## config.mk

```make
export PLATFORM = sky130hd
export DESIGN_NAME = decoder_scan
export DESIGN_NICKNAME = d
export VERILOG_FILES = /design/src/rtl/decoder_pkg.sv /design/src/rtl/decoder_onehot.sv /design/src/rtl/decoder_scan.sv
export SDC_FILE = /design/constraint.sdc
export NUM_CORES = 1
export LEC_CHECK = 0
export ABC_AREA = 1
export CORE_AREA = 5 5 42 44
export DETAILED_ROUTE_END_ITERATION = 12
export DIE_AREA = 0 0 47 49
export DONT_BUFFER_PORTS = 1
export SLEW_MARGIN = 30
export SYNTH_ARGS = -nofsm -noshare
export SYNTH_HDL_FRONTEND = slang
export SYNTH_SLANG_ARGS = --single-unit
```

## constraint.sdc

```tcl
create_clock -name clk -period 1.6 [get_ports clk]
set_clock_uncertainty 0.15 [all_clocks]
set_input_delay 0.24 -clock clk [delete_from_list [all_inputs] [get_ports clk]]
set_output_delay 0.24 -clock clk [all_outputs]
set_load 0.02 [all_outputs]
```

## src/rtl/decoder_pkg.sv

```systemverilog
// rtl/decoder_pkg.sv - shared types and helpers for decoder blocks
package decoder_pkg;

    typedef enum logic {
        SCAN_AUTO   = 1'b0,
        SCAN_DIRECT = 1'b1
    } scan_mode_t;

    localparam int ONEHOT_MAX_W = 8;
    localparam int ONEHOT_MAX_N = 2 ** ONEHOT_MAX_W;

    // One-hot of an index up to ONEHOT_MAX_W bits; callers slice the low 2**W bits.
    function automatic logic [ONEHOT_MAX_N-1:0] onehot_w(input logic [ONEHOT_MAX_W-1:0] idx);
        logic [ONEHOT_MAX_N-1:0] v;
        v      = '0;
        v[idx] = 1'b1;
        return v;
    endfunction

endpackage

```

## src/rtl/decoder_onehot.sv

```systemverilog
// rtl/decoder_onehot.sv - combinational index to one-hot decoder with optional inversion
module decoder_onehot
    import decoder_pkg::*;
#(
    parameter int W          = 2,
    parameter int ACTIVE_LOW = 0
) (
    input  logic [W-1:0]      idx_i,
    output logic [2**W-1:0]   out_o
);

    localparam int N = 2 ** W;

    logic [N-1:0] hot;

    // Set the single addressed bit, then invert the whole word for active-low loads.
    always_comb begin
        hot        = '0;
        hot[idx_i] = 1'b1;
        out_o      = (ACTIVE_LOW != 0) ? ~hot : hot;
    end

endmodule

```

## src/rtl/decoder_scan.sv

```systemverilog
// rtl/decoder_scan.sv - registered one-hot decoder with auto-scan sequencer and direct select
module decoder_scan
    import decoder_pkg::*;
#(
    parameter int W          = 2,
    parameter int PRESCALE   = 4,
    parameter int ACTIVE_LOW = 0
) (
    input  logic              clk,
    input  logic              rst,
    input  logic              en,
    input  logic              mode,
    input  logic              sel_valid,
    input  logic [W-1:0]      sel,
    output logic              sel_ready,
    output logic [W-1:0]      idx,
    output logic [2**W-1:0]   out,
    output logic              wrap
);

    localparam int              CW      = (PRESCALE > 1) ? $clog2(PRESCALE) : 1;
    localparam logic [CW-1:0]   CNT_MAX = CW'(PRESCALE - 1);

    scan_mode_t     mode_cur;
    scan_mode_t     mode_q, mode_d;
    logic [W-1:0]   idx_q, idx_d;
    logic [CW-1:0]  count_q, count_d;
    logic [CW-1:0]  cnt_eff;
    logic           wrap_q, wrap_d;

    assign mode_cur  = scan_mode_t'(mode);
    assign sel_ready = en & mode;

    // A scan that resumes after direct mode starts a fresh prescale period,
    // so the stale count left by direct mode is ignored for that first cycle.
    assign cnt_eff = (mode_q == SCAN_DIRECT) ? '0 : count_q;

    // Next-state: en freezes everything, direct mode loads on handshake, auto mode steps.
    always_comb begin
        mode_d  = mode_q;
        idx_d   = idx_q;
        count_d = count_q;
        wrap_d  = 1'b0;
        if (en) begin
            mode_d = mode_cur;
            if (mode_cur == SCAN_DIRECT) begin
                if (sel_valid) begin
                    idx_d   = sel;
                    count_d = '0;
                end
            end else if (cnt_eff == CNT_MAX) begin
                count_d = '0;
                idx_d   = idx_q + 1'b1;
                wrap_d  = (idx_q == '1);
            end else begin
                count_d = cnt_eff + 1'b1;
            end
        end
    end

    // State registers with synchronous active-high reset.
    always_ff @(posedge clk) begin
        if (rst) begin
            mode_q  <= SCAN_AUTO;
            idx_q   <= '0;
            count_q <= '0;
            wrap_q  <= 1'b0;
        end else begin
            mode_q  <= mode_d;
            idx_q   <= idx_d;
            count_q <= count_d;
            wrap_q  <= wrap_d;
        end
    end

    assign idx  = idx_q;
    assign wrap = wrap_q;

    decoder_onehot #(
        .W          (W),
        .ACTIVE_LOW (ACTIVE_LOW)
    ) u_onehot (
        .idx_i (idx_q),
        .out_o (out)
    );

endmodule

```

* After elaboration in Yosys (flattened, before gate mapping)
Cells that the tools add are included.
Widths: inputs -> output; s select.
** Word-level totals
- Flip-flop bits (word level) :: 6
- Bits in latches :: 0
- RAM bits :: 0
- Bits in read-only memories :: 0
- Input bits :: 7
- Output and inout port bits :: 8
- Memories :: 0
** Cells by class
- $add $sub $neg :: 2
- Multiply operators :: 0
- Div/mod/pow operators :: 0
- Magnitude comparators :: 2
- Eq/ne operators :: 3
- Shifts and indexed selects :: 0
- Muxes and demuxes :: 9
- Bitwise logic cells :: 3
- Reductions and logical operators :: 5
** Operator list (count)
- $mux 2 :: 7
- $add 2x1->2 const B :: 2
- $eq 2x2->1 const B :: 2
- $reduce_or 4->1 :: 1
- $lt 2x3->1 const B :: 1
- $reduce_and 3->1 :: 1
- $demux 1 s2 :: 1
- $ge 2x1->1 const B :: 1
- $ne 2x1->1 const B :: 1
- $not 1->1 :: 2
- $reduce_and 2->1 :: 1
- $reduce_bool 2->1 :: 1
- $and 1x1->1 :: 1
- $logic_and 1x1->1 :: 1
- $mux 1 :: 1

* Depth between registers and ports, before layout
Gate-level depths: netlist (run 1).
- Depth after elaboration :: 4
- Gate-level depth with buffers :: 9
- Depth with buffers taken out :: 9

* Modules after synthesis
Synthesis (run 1) repeated with hierarchy kept, for this count alone.
** Unflattened totals
- Cells, all modules :: 57
- Area, all modules :: 359.1 sq um
** By module, submodules not included
- decoder_scan :: times used 1, cells each 50, area an instance 332.8 sq um
- decoder_onehot :: times used 1, cells each 7, area an instance 26.3 sq um

* Least setup slack after synthesis (run 1)
OpenSTA, ideal clock, no wires.
- Path kind :: flip-flop to flip-flop
- From :: reg idx_q[0] (netlist: idx[0])
- To :: reg idx_q[1] (netlist: idx[1])
- Setup time :: 114 ps
- Arrival :: 1132 ps
- Data required time :: 1336 ps
- Setup slack :: 204 ps
- Stages on the path, launching flop included :: 7
- Clock period less this slack :: 1396 ps
- Cell sequence :: dfxtp_1 > inv_1 > ha_1 > nand2_1 > nand2_1 > nor2_1 > nor2_2
** Between the ends
- Word-level cells in the longest chain between the ends :: 3
** RTL lines
- from (decl) :: RTL line decoder_scan.sv:26 : logic [W-1:0] idx_q, idx_d;
- from (signal assigned) :: RTL line decoder_scan.sv:70 : idx_q <= idx_d;
- $add 2x1->2 :: RTL line decoder_scan.sv:53 : idx_d = idx_q + 1'b1;
- $mux 2 :: RTL line decoder_scan.sv:51 : end else if (cnt_eff == CNT_MAX) begin
- $mux 2 :: RTL line decoder_scan.sv:46 : if (mode_cur == SCAN_DIRECT) begin
Every way passes these cells. The select of a mux whose other input is x is not followed.
A chain may end at the register's enable or synchronous reset.

* Worst setup path in the final report (run 1)
- From :: reg idx_q[0] (netlist: idx[0])
- To :: out out[3]
** Between the ends
- Word-level cells in the longest chain between the ends :: 4
- Elaborated cells between the ends (all ways) :: 5
** RTL lines
- $lt 2x3->1 (implied by the code) / $ge 2x1->1 (equally long branches) :: RTL line decoder_onehot.sv:19 : hot[idx_i] = 1'b1;
- $logic_and 1x1->1 (implied by the code) :: RTL line decoder_onehot.sv:19
- $mux 1 (implied by the code) :: RTL line decoder_onehot.sv:19
- $demux 1 s2 *
- to (decl) :: RTL line decoder_scan.sv:17 : output logic [2**W-1:0] out,
Mark *: on every way between the ends. The rest lies on a longest branch, timed or not.

==> results.md, run 1 <==
- Initial Util: 25.71%
- Hold Path Class: input port to flip-flop
- Layout cells sized above 1: 18.97%
- Setup violators final: 0
- Seq cells post-synth: 6
- Met1 Routed Length: 325 um
- Reg2Reg Depth: 8
- Max-cap viol count: 0
- Gr ovfl total: 0
- Drc violations: 0
- Post-synth top cells: nand2_1 (15), inv_1 (9), nor2_1 (7)
- Peak supply drop: 0.4913 mV
- Final Max Slew Viols: 0
- Worst skew pair latency: 240 ps
- Fmax achieved: 705.2 MHz
- Place WS: 258.8 ps
- CTS H-tree lvls: 1
- Relative slew slack: 82.77%
- Critical path origin: idx[0]
- Final hold viol count: 0
- Critical path endpoint: out[3]
- Most frequent cell after synthesis: nand2_1
- DRT Wirelength: 680 um
- CTS tree: yes
- Post CTS Setup Buffer Count: 0
- Core Util, Final: 30.54%
- Pwr Total: 0.0003642 W
- Top cells by area, synth: dfxtp_1 (33%), ha_1 (17%), nand2_1 (16%)
- Clock sink total: 6
- Per-cell routed wire length: 9.189 um
- Cell count after synthesis: 52
- IO buf count: 0
- First-pass GRT wire length: 1104 um
- Post-synth EDFFs: 0
- CP max FO: 4
- Antenna Violating Nets Remaining: 0
- Status: completed
- Die H: 49 um
- ANT cells: 0
- Register area share after synthesis: 33.33%
- Syn. warnings: 0
- Mean area per synthesized cell: 6.930 um^2
- Final WS setup: 182.0 ps
- Filler Cell Count: 157
- Final HPWL DP: 551.4 um
- Total Neg Setup Slack: 0 ps
- Iter 0 DRT Violations: 6
- Vias in the first global route: 259
- Deepest clock path buffer count: 2
- Routed vias: 299
- Worst-path clk slew: 40 ps
- Mapped cell area: 360.3 um^2
- Largest net degree at the start of global routing: 8
- DR WL met2: 282 um
- Syn Nets: 64
- CTS Buf Count: 3
- Met3 WL: 73 um
- Io pins: 15
- Main synth FF type: dfxtp_1
- Critical Path RT: 1210 ps
- Chip width: 47 um
- Routability cong.: 0.6820
- Final worst path period share: 88.62%
- Core ar.: 0.001401 mm^2
- Nets: 72
- Initial antenna violation count: 0
- Top cell type's share of synthesized area: 33.33%
- Final min period: 1418 ps
- Syn-to-layout area delta: 18.75%
- Async set or reset register ratio after synthesis: 0%
- LEAKAGE: 0.2247 nW
- Netlist cell types: 13
- PwrDens: 851.0 mW/mm^2
- DR top layer: met3
- CP Class: flip-flop to output pin
- Unrepaired setup endpoints after global routing: no
- Total track usage: 7.128%
- Internal reg-to-reg setup slack: 250 ps
- Worst r2r src: count_q[0]
- Slew @ Worst Pin: 258.4 ps
- Critical Path End Type: output pin
- CP startpoint kind: flip-flop
- Worst r2r dst: idx[1]
- Root buf cell: clkbuf_4
- Post-synth top area cell: dfxtp_1
- DR vias/cell: 4.041
- Die ar.: 0.002303 mm^2
- Row cnt: 14
- First-pass detailed-route iteration total: 2
- Crit path DAT: 1030 ps
[per-layer routing]
layer | up-vias | GRT usage (%)
li1 | 167 | -
met1 | 120 | 9.071
met2 | 12 | 7.919
met3 | 0 | 5.904
met4 | 0 | 4.147
met5 | - | 0
[flip-flops by register name (all words and copies together) (netlist names)]
signal   flops
wrap         1
mode_q       1
count_q      2
idx          2
[cell type report]
class	instances	area [um^2]	share of cell area [%]
multi-input combinational	36	202.7	47.37
sequential	6	120.1	28.07
inverter	10	37.54	8.772
timing repair buffer	3	25.02	5.848
clock buffer	3	22.52	5.263
tap	16	20.02	4.678
[worst min path at each step]
stage	start	end	slack (ps)	depth (start not counted)
after floorplan	rst	count_q[1]	160	1
after global placement	rst	count_q[1]	160	1
after detailed placement	rst	count_q[1]	160	1
after CTS	en	mode_q	10	2
after global routing	en	mode_q	60	2
final	en	mode_q	20	2
[stage by stage]
step	instances	cell area (um^2)	hold slack, ps
floorplan	52	360.3	159.1
global placement	70	395.4	161.0
detailed placement	70	395.4	163.1
CTS	74	427.9	11.73
global route	74	427.9	58.33
finish	74	427.9	22.30
[cell usage in the layout (no fill, tap or decap)]
master,n
nand2_1,15
inv_1,9
nor2_1,7
dfxtp_1,6
ha_1,5
clkbuf_4,3
nor2_2,2
o21ai_0,2
buf_4,2
inv_2,1
nand2_2,1
nand3_2,1
a21oi_1,1
nand3_1,1
o21ai_2,1
dlygate4sd3_1,1
[what timing repair did]
action                                 4_1_cts  5_1_grt
resized for setup                            0        0
hold buffers                                 1        0
endpoints found under the hold margin        1        0
[where the power goes]
group	switching [W]	internal [W]
registers	0.00000368	0.000158
logic	0.0000438	0.0000238
clock network	0.0000506	0.0000846
[cell families after synthesis]
logic type | share of synthesized area (%)
fa+ha+maj | 17.36
buf+inv | 10.42
compound gates | 6.596
simple gates | 32.29
flops | 33.33
[worst max-delay path: stages, from the launching register on]
cell	delay (ps)
dfxtp_1	320
buf_4	160
ha_1	310
Power figures use the tool's default switching activity.
==> run 2, diff against run 1 <==
--- a/config.mk
+++ b/config.mk
@@ -10,7 +10,8 @@
 export DETAILED_ROUTE_END_ITERATION = 12
 export DIE_AREA = 0 0 47 49
 export DONT_BUFFER_PORTS = 1
-export SLEW_MARGIN = 30
+export SLEW_MARGIN = 15
 export SYNTH_ARGS = -nofsm -noshare
 export SYNTH_HDL_FRONTEND = slang
 export SYNTH_SLANG_ARGS = --single-unit
+export TNS_END_PERCENT = 10
==> constraint.sdc (replaced) <==
create_clock -name clk -period 1.4 [get_ports clk]
set_clock_uncertainty 0.15 [all_clocks]
set_input_delay 0.21 -clock clk [delete_from_list [all_inputs] [get_ports clk]]
set_output_delay 0.21 -clock clk [all_outputs]
set_load 0.02 [all_outputs]
==> run 2 against run 1 <==
Setup slack lost 140 ps; global-route usage increased by 0.49 points; first-iteration DRC count decreased by 100%; critical path depth is the same; wire length grew 7.4%; sequential cell count unchanged; critical path type unchanged; critical endpoint unchanged.
==> results.md, run 2 (synthesis gave the netlist of run 1 again) <==
- ANT cells: 0 (unchanged)
- PwrDens: 922.5 mW/mm^2 (+8.4%)
- Total track usage: 7.622% (+0.49 points)
- Initial antenna violation count: 0 (unchanged)
- Setup violators final: 0 (unchanged)
- Io pins: 15 (unchanged)
- Max-cap viol count: 0 (unchanged)
- CP max FO: 4 (unchanged)
- Core ar.: 0.001401 mm^2 (unchanged)
- Slowest cell on the critical path: dfxtp_1
- Final Max Slew Viols: 0 (unchanged)
- Chip width: 47 um (unchanged)
- Final hold viol count: 0 (unchanged)
- Layout cells sized above 1: 26.23% (+7.3 points)
- Crit path DAT: 990 ps (-40 ps)
- Critical-path cell list: buf_4 -> ha_2
- Nets: 75 (+4.2%)
- Peak supply drop: 0.4615 mV (-6.1%)
- Internal reg-to-reg setup slack: 90 ps (-160 ps)
- Commonest non-fill, non-tap cell in the layout: nand2_1
- Initial Util: 25.71% (unchanged)
- CP max stage delay: 320 ps (about the same)
- Worst hold slack: 27.63 ps (+5.328 ps)
- Placed cells: 71 (+1.4%)
- Row cnt: 14 (unchanged)
- CP Class: flip-flop to output pin
- Root buf cell: clkbuf_4
- Iter 0 DRT Violations: 0 (-6)
- Status: completed
- Hold Path Class: input port to flip-flop
- Gr ovfl total: 0 (unchanged)
- Total Neg Setup Slack: 0 ps (unchanged)
- Critical Path RT: 1040 ps (-170 ps)
- CTS H-tree lvls: 1 (unchanged)
- Final worst path period share: 96.67%
- Post CTS Setup Buffer Count: 0 (unchanged)
- Pwr Total: 0.0004294 W (+18%)
- LEAKAGE: 0.2327 nW (+3.6%)
- Routed vias: 327 (+9.4%)
- IO buf count: 0 (unchanged)
- Worst skew pair latency: 240 ps (about the same)
- Unrepaired setup endpoints after global routing: yes
- Slew @ Worst Pin: 218.8 ps (-39.58 ps)
- Critical Path End Type: output pin
- Fin cells: 77 (+4.1%)
- Place WS: 105.3 ps (-153.4 ps)
- CTS Buf Count: 3 (unchanged)
- Antenna Violating Nets Remaining: 0 (unchanged)
- Vias in the first global route: 293 (+13%)
- Routability cong.: 0.7756 (+14%)
- Fmax achieved: 738.9 MHz
- DR vias/cell: 4.247 (+5.1%)
- Worst-path clk slew: 40 ps (about the same)
- Drc violations: 0 (unchanged)
- Deepest clock path buffer count: 2 (unchanged)
- Commonest cells after routing, fill and taps aside: nand2_1 (15), inv_1 (9), nor2_1 (6), dfxtp_1 (6)
- Final min period: 1353 ps
- CP startpoint kind: flip-flop
- First-pass detailed-route iteration total: 1 (-1)
- Per-cell routed wire length: 9.481 um (+3.2%)
- Final WS setup: 46.59 ps (-135.4 ps)
- Die ar.: 0.002303 mm^2 (unchanged)
- First-pass GRT wire length: 1173 um (+6.3%)
- Syn-to-layout area delta: 29.17%
- Clock sink total: 6 (unchanged)
- Relative slew slack: 85.45% (+2.7 points)
- DRT Wirelength: 730 um (+7.4%)
- Die H: 49 um (unchanged)
- Largest net degree at the start of global routing: 8 (unchanged)
- Final HPWL DP: 580.4 um (+5.3%)
- CTS tree: yes
run 2: changes by cell type in the layout (fill, tap and decap cells not counted), sizes merged:
| cell | previous run | this run |
|---|---|---|
| buf | 2 | 3 |
| dlygate4sd3 | 1 | 3 |
run 2: final cells by class:
cell class                      instances  area, um^2
Timing Repair Buffer                    6       52.55
Multi-Input combinational cell         36       212.7
Sequential cell                         6       120.1
Fill cell                             166       935.9
Clock buffer                            3       22.52
Tap cell                               16       20.02
Inverter                               10       37.54
run 2: critical path, delay by kind of cell, from the launching register on:
| family | cells | cell delay, ps |
|---|---|---|
| flip-flops | 1 | 320 |
| adder cells (fa/ha/maj) | 1 | 270 |
| buffers and inverters | 1 | 160 |
run 2: path summary, 6_finish.rpt:
kind,from,cells after the start,endpoint
worst max-delay path,idx[0],2,out[3]
worst min-delay path,en,3,count_q[1]
worst max register to register,count_q[0],8,idx[0]
worst min register to register,count_q[1],2,count_q[1]
run 2: routing by layer:
| layer | vias up | track usage (%) | wire length (um) |
|---|---|---|---|
| li1 | 172 | - | - |
| met1 | 141 | 9.071 | 326 |
| met2 | 14 | 8.824 | 315 |
| met3 | 0 | 7.011 | 88 |
| met4 | 0 | 4.147 | 0 |
| met5 | - | 0 | 0 |
run 2: timing repair:
action                                  CTS  global route
endpoints found under the hold margin     2             0
gates resized for setup                   1             3
hold buffers                              3             0
cloned                                    0             0
endpoints found under the setup margin    1             4
run 2: power breakdown:
group / total, W / leakage, nW / internal, W / switching [W]
combinational: 0.0000872 / 0.170 / 0.0000343 / 0.0000529
clock: 0.000158 / 0.0138 / 0.0000969 / 0.0000610
sequential: 0.000184 / 0.0491 / 0.000180 / 0.00000415
total: 0.000429 / 0.233 / 0.000311 / 0.000118
run 2: stage by stage:
| step | utilization (%) | instance area [um^2] |
|---|---|---|
| 3_3_place_gp | 28.75 | 402.9 |
| 4_1_cts | 32.68 | 457.9 |
| 6_report | 33.21 | 465.4 |
| 2_1_floorplan | - | 360.3 |
| 5_1_grt | 33.21 | 465.4 |
| 3_5_place_dp | 28.75 | 402.9 |
==> run 3, diff against run 2 <==
--- a/config.mk
+++ b/config.mk
@@ -5,11 +5,12 @@
 export SDC_FILE = /design/constraint.sdc
 export NUM_CORES = 1
 export LEC_CHECK = 0
-export ABC_AREA = 1
 export CORE_AREA = 5 5 42 44
 export DETAILED_ROUTE_END_ITERATION = 12
 export DIE_AREA = 0 0 47 49
 export DONT_BUFFER_PORTS = 1
+export GPL_ROUTABILITY_DRIVEN = 0
+export PLACE_DENSITY = 0.41
 export SLEW_MARGIN = 15
 export SYNTH_ARGS = -nofsm -noshare
 export SYNTH_HDL_FRONTEND = slang
==> run 3 against run 2 <==
The flow now finishes with violations (setup timing); count of clock-buffer cells in the layout is the same; combinational power fell by 3.8%; non-clock buffer count unchanged; utilization rose by 2.1 points; fmax decreased by 4.8%; design area is 6.2% higher; largest cell class unchanged.
==> results.md, run 3 <==
- PwrDens: 870.1 mW/mm^2 (-5.7%)
- Core Util, Final: 35.27% (+2.1 points)
- Place WS: -54.72 ps (-160.1 ps)
- Core ar.: 0.001401 mm^2 (unchanged)
- Final HPWL DP: 661.8 um (+14%)
- DRT Wirelength: 818 um (+12%)
- CP Buf/Inv Count: 1 (unchanged)
- Syn Nets: 49 (-23%)
- Syn-to-layout area delta: 46.30%
- Relative slew slack: 83.34% (-2.1 points)
- Hold Path Class: input port to flip-flop
- Cell count after synthesis: 37 (-29%)
- Deepest clock path buffer count: 2 (unchanged)
- Register area share after synthesis: 35.56% (+2.2 points)
- CP startpoint kind: flip-flop
- CTS tree: yes
- Die ar.: 0.002303 mm^2 (unchanged)
- Row cnt: 14 (unchanged)
- Post-synth top cells: dfxtp_1 (6), ha_1 (5), o21ai_0 (5)
- Final WS setup: -21.82 ps (-68.41 ps)
- Io pins: 15 (unchanged)
- Post-synth top area cell: dfxtp_1
- Fmax achieved: 703.3 MHz (-4.8%)
- Main synth FF type: dfxtp_1
- CP max stage delay: 350 ps (+30 ps)
- Most frequent cell after synthesis: dfxtp_1
- Slew @ Worst Pin: 249.8 ps (+31.03 ps)
- Drc violations: 0 (unchanged)
- Worst skew pair latency: 250 ps (about the same)
- Async set or reset register ratio after synthesis: 0% (unchanged)
- Vias in the first global route: 333 (+14%)
- Sw Pwr: 0.0001156 W (-2.1%)
- Gr ovfl total: 0 (unchanged)
- Critical Path End Type: flip-flop
- Sw frac: 26.88% (-0.62 points)
- Final min period: 1422 ps (+68.41 ps)
- Clock power share: 38.2% (+1.4 points)
- Peak supply drop: 0.4118 mV (-11%)
- Syn. warnings: 0 (unchanged)
- Mean area per synthesized cell: 9.130 um^2 (+32%)
- IO buf count: 0 (unchanged)
- Final Max Slew Viols: 0 (unchanged)
- Status: finished, violations left
- Routed vias: 289 (-12%)
- Top cells by area, synth: dfxtp_1 (36%), ha_1 (19%), o21ai_0 (7.4%)
- Delay-heaviest family, CP: flip-flops
- First-pass GRT wire length: 1400 um (+19%)
- Critical-path cell list: inv_2 -> ha_4 -> mux2_2 -> o311a_1
- Commonest cells after routing, fill and taps aside: o21ai_0 (4), dfxtp_1 (4)
- Fin cells: 62 (-19%)
- Critical Path RT: 1380 ps (+340 ps)
- Final worst path period share: 101.6% (+4.9 points)
- Per-cell routed wire length: 13.19 um (+39%)
- Worst-path clk slew: 50 ps (about the same)
- ANT cells: 0 (unchanged)
- CP max FO: 2 (-2)
- Root buf cell: clkbuf_4
- Crit path DAT: 1410 ps (+420 ps)
- Layout cells sized above 1: 43.48% (+17 points)
- Slowest cell on the critical path: dfxtp_4
- CTS Buf Count: 3 (unchanged)
- Netlist cell types: 15 (+2)
- CTS H-tree lvls: 1 (unchanged)
- Placed cells: 58 (-18%)
- Share of power burned in combinational logic: 19.5% (-0.8 points)
- Antenna Violating Nets Remaining: 0 (unchanged)
- Clock sink total: 6 (unchanged)
- First-pass detailed-route iteration total: 2 (+1)
- Initial antenna violation count: 0 (unchanged)
- Mapped cell area: 337.8 um^2 (-6.3%)
- Initial Util: 24.11% (-1.6 points)
- Unrepaired setup endpoints after global routing: yes
- Setup violators final: 1 (+1)
- Reg power frac: 42.3% (-0.6 points)
- Total track usage: 8.386% (+0.76 points)
- Chip width: 47 um (unchanged)
- Max-cap viol count: 0 (unchanged)
- Die H: 49 um (unchanged)
- Largest net degree at the start of global routing: 8 (unchanged)
- Nets: 60 (-20%)
- Iter 0 DRT Violations: 1 (+1)
- Seq cells post-synth: 6 (unchanged)
- LEAKAGE: 0.1966 nW (-16%)
- Internal Power: 0.0003144 W (+1.0%)
- CP Class: flip-flop to flip-flop
- DR vias/cell: 4.661 (+9.8%)
- Post-synth EDFFs: 0 (unchanged)
- Final hold viol count: 0 (unchanged)
- Violated checks: setup timing
- Top cell type's share of synthesized area: 35.56% (+2.2 points)
run 3: cells by family after synthesis:
family,Yosys count,share of synthesized area (%)
mux,2,6.296
flops,6,35.56
compound gates,10,17.78
simple gates,10,17.41
buf+inv,4,4.443
fa+ha+maj,5,18.52
run 3: final cells by class:
class                   instances  area [um^2]
clock buffers                   3        22.52
flip-flops and latches          6        127.6
well taps                      16        20.02
repair buffers                  6        58.81
fillers                       154        907.1
inverters                       4        15.01
multi-input cells              27        250.2
run 3: power by group through the flow:
| stage | combinational (W) | sequential (W) | clock (W) |
|---|---|---|---|
| floorplan | 0.0000448 | 0.000189 | 0 |
| global placement | 0.0000659 | 0.000184 | 0 |
| CTS | 0.0000810 | 0.000182 | 0.000169 |
| global route | 0.0000932 | 0.000183 | 0.000179 |
| finish | 0.0000839 | 0.000182 | 0.000164 |
| detailed placement | 0.0000679 | 0.000184 | 0 |
run 3: worst reg2reg max path, cell delays in order, from the launching register on:
cell	delay, ps
dfxtp_4	350
inv_2	50
ha_4	220
mux2_2	260
o311a_1	290
run 3: per-layer routing:
metal  wire, um  GRT usage (%)
met2        388          11.76
met5          0              0
met4          0          4.147
met1        329          10.57
met3        100          3.690
run 3: path summary, 6_finish.rpt:
path	cells past startpoint	slack (ps)	end	from
setup / recovery	4	-20	idx[1]	idx[1]
hold / removal	3	90	idx[0]	mode
setup reg to reg	4	-20	idx[1]	idx[1]
hold reg to reg	2	340	count_q[0]	count_q[0]
run 3: through the flow:
step | hold WS (ps) | power [W] | TNS (ps) | area (um^2)
floorplan | 129.1 | 0.0002339 | -79.56 | 345.3
global placement | 132.0 | 0.0002498 | -14.67 | 402.9
detailed placement | 133.2 | 0.0002522 | -56.51 | 402.9
CTS | 84.98 | 0.0004318 | -11.75 | 475.5
global route | 114.8 | 0.0004549 | -87.40 | 494.2
finish | 85.44 | 0.0004300 | -21.82 | 494.2
run 3: repair_timing:
action                                  CTS  global route
buffers inserted                          0             0
gates resized for setup                   7             6
endpoints found under the setup margin    3             4
hold endpoints to repair                  5             0
gates cloned                              0             0
hold buffers                              1             0
